==> src/rtl/fetch_req_sched_pkg.sv <==
// Shared fetch-path constants and request types, imported by the scheduler and the IFQ.
// MAX_INFLIGHT_DEFAULT is tied to IFQ_DEPTH so the credit limit and the queue depth are always equal.
package fetch_req_sched_pkg;

   localparam int VADDR_WIDTH          = 39;
   localparam int NUM_OF_FETCH         = 4;
   localparam int DW_SIZE              = 8;
   localparam int IFQ_DEPTH            = 16;
   localparam int MAX_INFLIGHT_DEFAULT = IFQ_DEPTH;

   typedef logic [VADDR_WIDTH-1:0] vaddr_t;

   typedef enum logic {
      S_IDLE  = 1'b0,
      S_ISSUE = 1'b1
   } sched_state_e;

   // Context latched for one fetch group while its DWs are issued
   typedef struct packed {
      vaddr_t      vaddr;
      logic [31:0] id;
      logic [31:0] generation;
   } fetch_req_t;

   typedef struct packed {
      vaddr_t      vaddr;
      logic [31:0] id;
      logic [31:0] generation;
   } icache_req_t;

endpackage

==> src/rtl/fetch_req_sched_if.sv <==
// PC-stage accept handshake and icache request port of the fetch request scheduler.
// master = scheduler side, slave = PC stage / icache side.
interface fetch_req_sched_if;
   import fetch_req_sched_pkg::*;

   logic        fetch_valid;
   vaddr_t      fetch_vaddr;
   logic        fetch_ready;
   logic [31:0] fetch_id;

   logic        ic_req_valid;
   logic        ic_req_ready;
   vaddr_t      ic_req_vaddr;
   logic [31:0] ic_req_id;
   logic [31:0] ic_req_generation;

   modport master (
      input  fetch_valid, fetch_vaddr, ic_req_ready,
      output fetch_ready, fetch_id, ic_req_valid, ic_req_vaddr, ic_req_id, ic_req_generation
   );

   modport slave (
      output fetch_valid, fetch_vaddr, ic_req_ready,
      input  fetch_ready, fetch_id, ic_req_valid, ic_req_vaddr, ic_req_id, ic_req_generation
   );

endinterface

==> src/rtl/fetch_req_sched_credit_ctr.sv <==
// Up/down credit counter: count updates on the next edge, clr wins, simultaneous inc+dec cancel.
// full is combinational; inc is ignored at MAX and dec at zero (dec at zero is a caller error).
module fetch_credit_ctr #(
   parameter int MAX = 16,
   parameter int W   = $clog2(MAX) + 1
) (
   input  logic         clock,
   input  logic         reset,
   input  logic         clr,
   input  logic         inc,
   input  logic         dec,
   output logic [W-1:0] cnt,
   output logic         full
);

   assign full = (cnt >= W'(MAX));

   always_ff @(posedge clock or negedge reset) begin
      if (!reset) begin
         cnt <= '0;
      end else if (clr) begin
         cnt <= '0;
      end else if (inc && !dec && !full) begin
         cnt <= cnt + W'(1);
      end else if (dec && !inc && (cnt != '0)) begin
         cnt <= cnt - W'(1);
      end
   end

   a_no_underflow: assert property (@(posedge clock) disable iff (!reset)
      !(dec && !inc && !clr && (cnt == '0)));

endmodule

==> src/rtl/fetch_req_sched.sv <==
// Fetch request scheduler: splits each accepted fetch group into 2-3 DW icache requests, one per cycle.
// First request one cycle after accept; requests hold while ic_req_ready=0; accept blocked by stall, flush or full credit.
module fetch_req_sched
   import fetch_req_sched_pkg::*;
#(
   parameter int MAX_INFLIGHT = MAX_INFLIGHT_DEFAULT
) (
   input  logic                          clock,
   input  logic                          reset,
   fetch_req_sched_if.master             req_if,
   input  logic                          ifq_retire,
   input  logic                          stall_in,
   input  logic                          flush_in,
   output logic [31:0]                   generation,
   output logic [$clog2(MAX_INFLIGHT):0] inflight_cnt
);

   localparam int GROUP_BYTES = 4 * NUM_OF_FETCH;

   sched_state_e state_q, state_d;
   logic [31:0]  id_ctr_q, id_ctr_d;
   logic [31:0]  gen_q, gen_d;
   fetch_req_t   grp_q, grp_d;
   logic [1:0]   n_dw_q, n_dw_d;
   logic [1:0]   k_q, k_d;

   logic         accept;
   logic         credit_full;
   logic         last_dw;
   logic [2:0]   first_off;
   logic [1:0]   acc_n_dw;
   icache_req_t  ic_req;
   logic         unused_vaddr_lo;

   assign unused_vaddr_lo = ^req_if.fetch_vaddr[1:0];

   assign req_if.fetch_ready = reset && (state_q == S_IDLE) && !stall_in && !flush_in && !credit_full;
   assign accept             = req_if.fetch_valid && req_if.fetch_ready;
   assign req_if.fetch_id    = id_ctr_q;
   assign generation         = gen_q;

   // Word offset of the group inside its first DW decides whether it spills into a third DW
   assign first_off = {req_if.fetch_vaddr[2], 2'b00};
   assign acc_n_dw  = 2'((int'(first_off) + GROUP_BYTES - 1) / DW_SIZE + 1);
   assign last_dw   = (k_q == (n_dw_q - 2'd1));

   assign ic_req.vaddr      = grp_q.vaddr + vaddr_t'({k_q, 3'b000});
   assign ic_req.id         = grp_q.id + {30'd0, k_q};
   assign ic_req.generation = grp_q.generation;

   assign req_if.ic_req_valid      = (state_q == S_ISSUE) && !flush_in;
   assign req_if.ic_req_vaddr      = ic_req.vaddr;
   assign req_if.ic_req_id         = ic_req.id;
   assign req_if.ic_req_generation = ic_req.generation;

   always_comb begin
      state_d  = state_q;
      id_ctr_d = id_ctr_q;
      gen_d    = gen_q;
      grp_d    = grp_q;
      n_dw_d   = n_dw_q;
      k_d      = k_q;
      if (flush_in) begin
         gen_d   = gen_q + 32'd1;
         state_d = S_IDLE;
         k_d     = '0;
      end else begin
         case (state_q)
            S_IDLE: begin
               if (accept) begin
                  id_ctr_d         = id_ctr_q + 32'd4;
                  grp_d.vaddr      = {req_if.fetch_vaddr[VADDR_WIDTH-1:3], 3'b000};
                  grp_d.id         = id_ctr_q;
                  grp_d.generation = gen_q;
                  n_dw_d           = acc_n_dw;
                  k_d              = '0;
                  state_d          = S_ISSUE;
               end
            end
            S_ISSUE: begin
               if (req_if.ic_req_ready) begin
                  if (last_dw) begin
                     k_d     = '0;
                     state_d = S_IDLE;
                  end else begin
                     k_d = k_q + 2'd1;
                  end
               end
            end
            default: state_d = S_IDLE;
         endcase
      end
   end

   always_ff @(posedge clock or negedge reset) begin
      if (!reset) begin
         state_q  <= S_IDLE;
         id_ctr_q <= '0;
         gen_q    <= '0;
         grp_q    <= '0;
         n_dw_q   <= '0;
         k_q      <= '0;
      end else begin
         state_q  <= state_d;
         id_ctr_q <= id_ctr_d;
         gen_q    <= gen_d;
         grp_q    <= grp_d;
         n_dw_q   <= n_dw_d;
         k_q      <= k_d;
      end
   end

   fetch_credit_ctr #(
      .MAX (MAX_INFLIGHT),
      .W   ($clog2(MAX_INFLIGHT) + 1)
   ) u_credit (
      .clock (clock),
      .reset (reset),
      .clr   (flush_in),
      .inc   (accept),
      .dec   (ifq_retire),
      .cnt   (inflight_cnt),
      .full  (credit_full)
   );

   a_id_in_group: assert property (@(posedge clock) disable iff (!reset)
      req_if.ic_req_valid |-> (req_if.ic_req_id[1:0] < n_dw_q));

   a_valid_holds: assert property (@(posedge clock) disable iff (!reset)
      (req_if.ic_req_valid && !req_if.ic_req_ready) |=> (req_if.ic_req_valid || flush_in));

endmodule
==> src/flat_wrapper.sv <==
// flat-port wrapper written by rule: the top's interface ports become plain ports
module fetch_req_sched_flat import fetch_req_sched_pkg::*;
#(
   parameter int MAX_INFLIGHT = MAX_INFLIGHT_DEFAULT
)
  (clock, reset, ifq_retire, stall_in, flush_in, generation, inflight_cnt, req_if_fetch_valid, req_if_fetch_vaddr, req_if_ic_req_ready, req_if_fetch_ready, req_if_fetch_id, req_if_ic_req_valid, req_if_ic_req_vaddr, req_if_ic_req_id, req_if_ic_req_generation);
  fetch_req_sched_if req_if_i ();
  input  logic clock;
  input  logic reset;
  input  logic ifq_retire;
  input  logic stall_in;
  input  logic flush_in;
  output logic [31:0] generation;
  output logic [$clog2(MAX_INFLIGHT):0] inflight_cnt;
  input wire logic [$bits(req_if_i.fetch_valid)-1:0] req_if_fetch_valid;
  input wire logic [$bits(req_if_i.fetch_vaddr)-1:0] req_if_fetch_vaddr;
  input wire logic [$bits(req_if_i.ic_req_ready)-1:0] req_if_ic_req_ready;
  output wire logic [$bits(req_if_i.fetch_ready)-1:0] req_if_fetch_ready;
  output wire logic [$bits(req_if_i.fetch_id)-1:0] req_if_fetch_id;
  output wire logic [$bits(req_if_i.ic_req_valid)-1:0] req_if_ic_req_valid;
  output wire logic [$bits(req_if_i.ic_req_vaddr)-1:0] req_if_ic_req_vaddr;
  output wire logic [$bits(req_if_i.ic_req_id)-1:0] req_if_ic_req_id;
  output wire logic [$bits(req_if_i.ic_req_generation)-1:0] req_if_ic_req_generation;
  assign req_if_i.fetch_valid = req_if_fetch_valid;
  assign req_if_i.fetch_vaddr = req_if_fetch_vaddr;
  assign req_if_i.ic_req_ready = req_if_ic_req_ready;
  assign req_if_fetch_ready = req_if_i.fetch_ready;
  assign req_if_fetch_id = req_if_i.fetch_id;
  assign req_if_ic_req_valid = req_if_i.ic_req_valid;
  assign req_if_ic_req_vaddr = req_if_i.ic_req_vaddr;
  assign req_if_ic_req_id = req_if_i.ic_req_id;
  assign req_if_ic_req_generation = req_if_i.ic_req_generation;
  fetch_req_sched #(.MAX_INFLIGHT(MAX_INFLIGHT)) u_core (.clock(clock), .reset(reset), .req_if(req_if_i), .ifq_retire(ifq_retire), .stall_in(stall_in), .flush_in(flush_in), .generation(generation), .inflight_cnt(inflight_cnt));
endmodule
==> config.mk <==
export PLATFORM = sky130hd
export DESIGN_NAME = fetch_req_sched_flat
export DESIGN_NICKNAME = d
export VERILOG_FILES = /design/src/rtl/fetch_req_sched_pkg.sv /design/src/rtl/fetch_req_sched_if.sv /design/src/rtl/fetch_req_sched_credit_ctr.sv /design/src/rtl/fetch_req_sched.sv /design/src/flat_wrapper.sv
export SDC_FILE = /design/constraint.sdc
export NUM_CORES = 1
export LEC_CHECK = 0
export ABC_AREA = 0
export BUFFER_PORTS_ARGS = -buffer_cell sky130_fd_sc_hd__buf_2
export CAP_MARGIN = 10
export CORE_MARGIN = 8
export CORE_UTILIZATION = 39
export CTS_BUF_LIST = sky130_fd_sc_hd__clkbuf_8 sky130_fd_sc_hd__clkbuf_16
export CTS_CLUSTER_SIZE = 14
export DETAILED_ROUTE_END_ITERATION = 12
export PLACE_DENSITY_LB_ADDON = 0.05
export SYNTH_ARGS = -nofsm -noshare
export SYNTH_HDL_FRONTEND = slang
export SYNTH_SLANG_ARGS = --single-unit
==> constraint.sdc <==
create_clock -name clock -period 3.3 [get_ports clock]
set_clock_uncertainty 0.1 [all_clocks]
set_input_delay 0.825 -clock clock [delete_from_list [all_inputs] [get_ports clock]]
set_output_delay 0.825 -clock clock [all_outputs]
set_load 0.005 [all_outputs]
==> impl_metrics.env <==
export IMPL_drt_iter0_markers=387
export IMPL_drc=0
export IMPL_place_gp_congestion=0.792
export IMPL_ys_ff_latch=170
export IMPL_fin_util=0.474
export IMPL_cellLeakagePower_nw=5.35
export IMPL_min_path_type="in2async"
export IMPL_syn_area_per_cell_um2=9.22
export IMPL_ant_nets=0
export IMPL_ys_types=47
export IMPL_startpoint_type="register"
export IMPL_worstMarginPinSlew_ns=1.12
export IMPL_reg2reg_to="u_core.u_credit.cnt[4]"
export IMPL_hpwl_um=15300
export IMPL_rsz0062_at_grt="yes"
export IMPL_first_pass_iters=6
export IMPL_min_period_ns=3.31
export IMPL_maxCapViolCount=0
export IMPL_dp_cells=1314
export IMPL_dieArea_um2=26400
export IMPL_fmax_ghz=0.302
export IMPL_avgViaCountPerCell=4.75
export IMPL_root_buffer="clkbuf_16"
export IMPL_async_flop_share=1.00
export IMPL_fin_cells=1349
export IMPL_grt_max_degree=164
export IMPL_violations="setup timing"
export IMPL_drv_slew=0
export IMPL_rrSetupSlack_ns=0.89
export IMPL_crit_arrival_ns=2.38
export IMPL_cts_sinks=170
export IMPL_syn_cell_area_um2=8360
export IMPL_cts_buffers=17
export IMPL_power_density_nw_per_um2=625
export IMPL_synth_edf_count=0
export IMPL_rr_startpoint="u_core.state_q"
export IMPL_final_layout_size_suffix_gt1_frac=0.264
export IMPL_post_route_period_util=1.00
export IMPL_clkTransAtPathRegs_ns=0.07
export IMPL_num_fill_cells=2091
export IMPL_cts_tree="built"
export IMPL_synthFlopType="dfrtp_1"
export IMPL_hold_viol=0
export IMPL_grt_pass1_wl_um=35800
export IMPL_synth_top_area_cell="dfrtp_1"
export IMPL_route_detailed_wl_per_inst_um=16.3
export IMPL_synth_area_leaders="dfrtp_1, nand2_1, xnor2_1"
export IMPL_clk_path_buf_depth=2
export IMPL_setup_viol=1
export IMPL_relSlewSlack=0.254
export IMPL_grt_pass1_vias=6561
export IMPL_io_pins=220
export IMPL_yosysWarnings=0
export IMPL_final_nets=1116
export IMPL_path_class="reg2out"
export IMPL_rows=53
export IMPL_final_cell_mix="nand2_1, buf_2, dfrtp_1"
export IMPL_die_h_um=162
export IMPL_vias=6414
export IMPL_clk_latency_ns=0.44
export IMPL_yosysSeqAreaShare=0.509
export IMPL_die_w_um=162
export IMPL_rr_worst_depth=8
export IMPL_path_max_fanout=9
export IMPL_required_ns=2.37
export IMPL_start_util=0.398
export IMPL_status="complete, but fails checks"
export IMPL_core_um2=21000
export IMPL_antenna_found_initial=3
export IMPL_synth_top_cell_area_share=0.509
export IMPL_ir_drop_mv=0.292
export IMPL_port_buffers=212
export IMPL_cts_htree_levels=4
export IMPL_routed_wl_um=22000
export IMPL_overflow=0
export IMPL_layout_commonest_cell="nand2_1"
export IMPL_end_kind="primary output"
export IMPL_final_setup_worst_slack_ns=-0.00583
export IMPL_netlist_instances=907
export IMPL_area_delta_synth_final_pct=19.0
export IMPL_grt_total_usage=0.170
-- worst max-delay path: stages, from the launching register on --
cell,delay [ns]
dfrtp_1,0.36
ha_2,0.20
inv_2,0.04
fa_2,0.34
nand4b_1,0.24
nor2_1,0.12
buf_4,0.19
nand4_1,0.11
xnor2_1,0.20
buf_2,0.15
-- logic make-up after synthesis --
| logic type | count (synthesis) | synth area share |
|---|---|---|
| buffers and inverters | 116 | 0.0845 |
| DFF | 170 | 0.509 |
| AOI/OAI and AO/OA | 27 | 0.0191 |
| other | 1 | 0.000448 |
| xor gates and xnor gates | 96 | 0.101 |
| muxes | 7 | 0.00912 |
| adders and majority gates | 10 | 0.0168 |
| and+or+nand+nor | 480 | 0.261 |
-- power by group --
group	internal, W	total [W]	switching, W	leakage [nW]
Clock	0.00102	0.00200	0.000975	0.284
Sequential	0.00245	0.00289	0.000440	2.26
Combinational	0.000674	0.00134	0.000663	2.80
Total	0.00415	0.00622	0.00208	5.35
-- per-layer routing --
metal / vias to the layer above / track usage / part of all wire
met4: 4 / 0.0391 / 0.0068
met2: 151 / 0.266 / 0.46
met1: 3059 / 0.219 / 0.45
li1: 3190 / - / -
met5: - / 0 / 0.0010
met3: 10 / 0.0655 / 0.077
-- layout make-up --
class / count / area (µm²) / area share
Clock buffer: 17 / 425 / 0.0427
Timing Repair Buffer: 230 / 1220 / 0.123
Tap cell: 275 / 344 / 0.0346
Inverter: 16 / 60.1 / 0.00603
Antenna cell: 1 / 2.50 / 0.000251
Sequential cell: 170 / 4250 / 0.427
Clock inverter: 15 / 161 / 0.0162
Multi-Input combinational cell: 625 / 3490 / 0.350
-- Yosys cell counts, types with 3 or more instances --
library cell and n:
nor4_1 5, nor2b_1 5, buf_1 3, nand4_1 27
nor2_1 19, dfrtp_1 170, xor2_1 29, nor4_2 4
mux2_1 4, ha_1 8, and3_1 8, nand4b_1 4
clkbuf_1 24, buf_2 4, o21ai_0 9, a21oi_1 8
and2_1 5, inv_1 16, nand2_1 321, nand3_1 41
and4_1 12, xnor2_1 67, nor3_1 17, buf_4 67
-- stage by stage --
stage          hold WS [ns]  setup TNS, ns  cell area, µm²  setup slack, ns  power, W
3_3_place_gp          0.354              0            9310            0.265   0.00427
6_report              0.123       -0.00583            9950         -0.00583   0.00622
4_1_cts               0.107        -0.0608            9910          -0.0362   0.00632
2_1_floorplan         0.347              0            8380           0.0458   0.00368
3_5_place_dp          0.357              0            9310            0.290   0.00428
5_1_grt               0.107          -1.50            9950           -0.197   0.00664
-- state kept, by name (all words and copies together) (netlist names) --
signal and count:
u_core.generation 32, u_core.grp_q 66, u_core.k_q 2, u_core.n_dw_q 2, u_core.req_if.fetch_id 30, u_core.req_if.ic_req_generation 32
u_core.state_q 1, u_core.u_credit.cnt 5
-- how the worst max path moves through the flow --
| stage | from | to |
|---|---|---|
| 3_3_place_gp | u_core.k_q[0] | req_if_ic_req_vaddr[21] |
| 3_5_place_dp | u_core.grp_q[67] | req_if_ic_req_vaddr[15] |
| 6_report | u_core.grp_q[67] | req_if_ic_req_vaddr[15] |
| 2_1_floorplan | flush_in | u_core.u_credit.cnt[4] |
| 4_1_cts | u_core.grp_q[67] | req_if_ic_req_vaddr[21] |
| 5_1_grt | u_core.grp_q[67] | req_if_ic_req_vaddr[21] |
-- repair_timing --
action,CTS,global route
pin swaps,2,1
hold buffers,0,0
setup buffers,1,1
setup endpoints to repair,13,17
resized for setup,4,7
No activity file was read; power rests on OpenSTA's default activity.
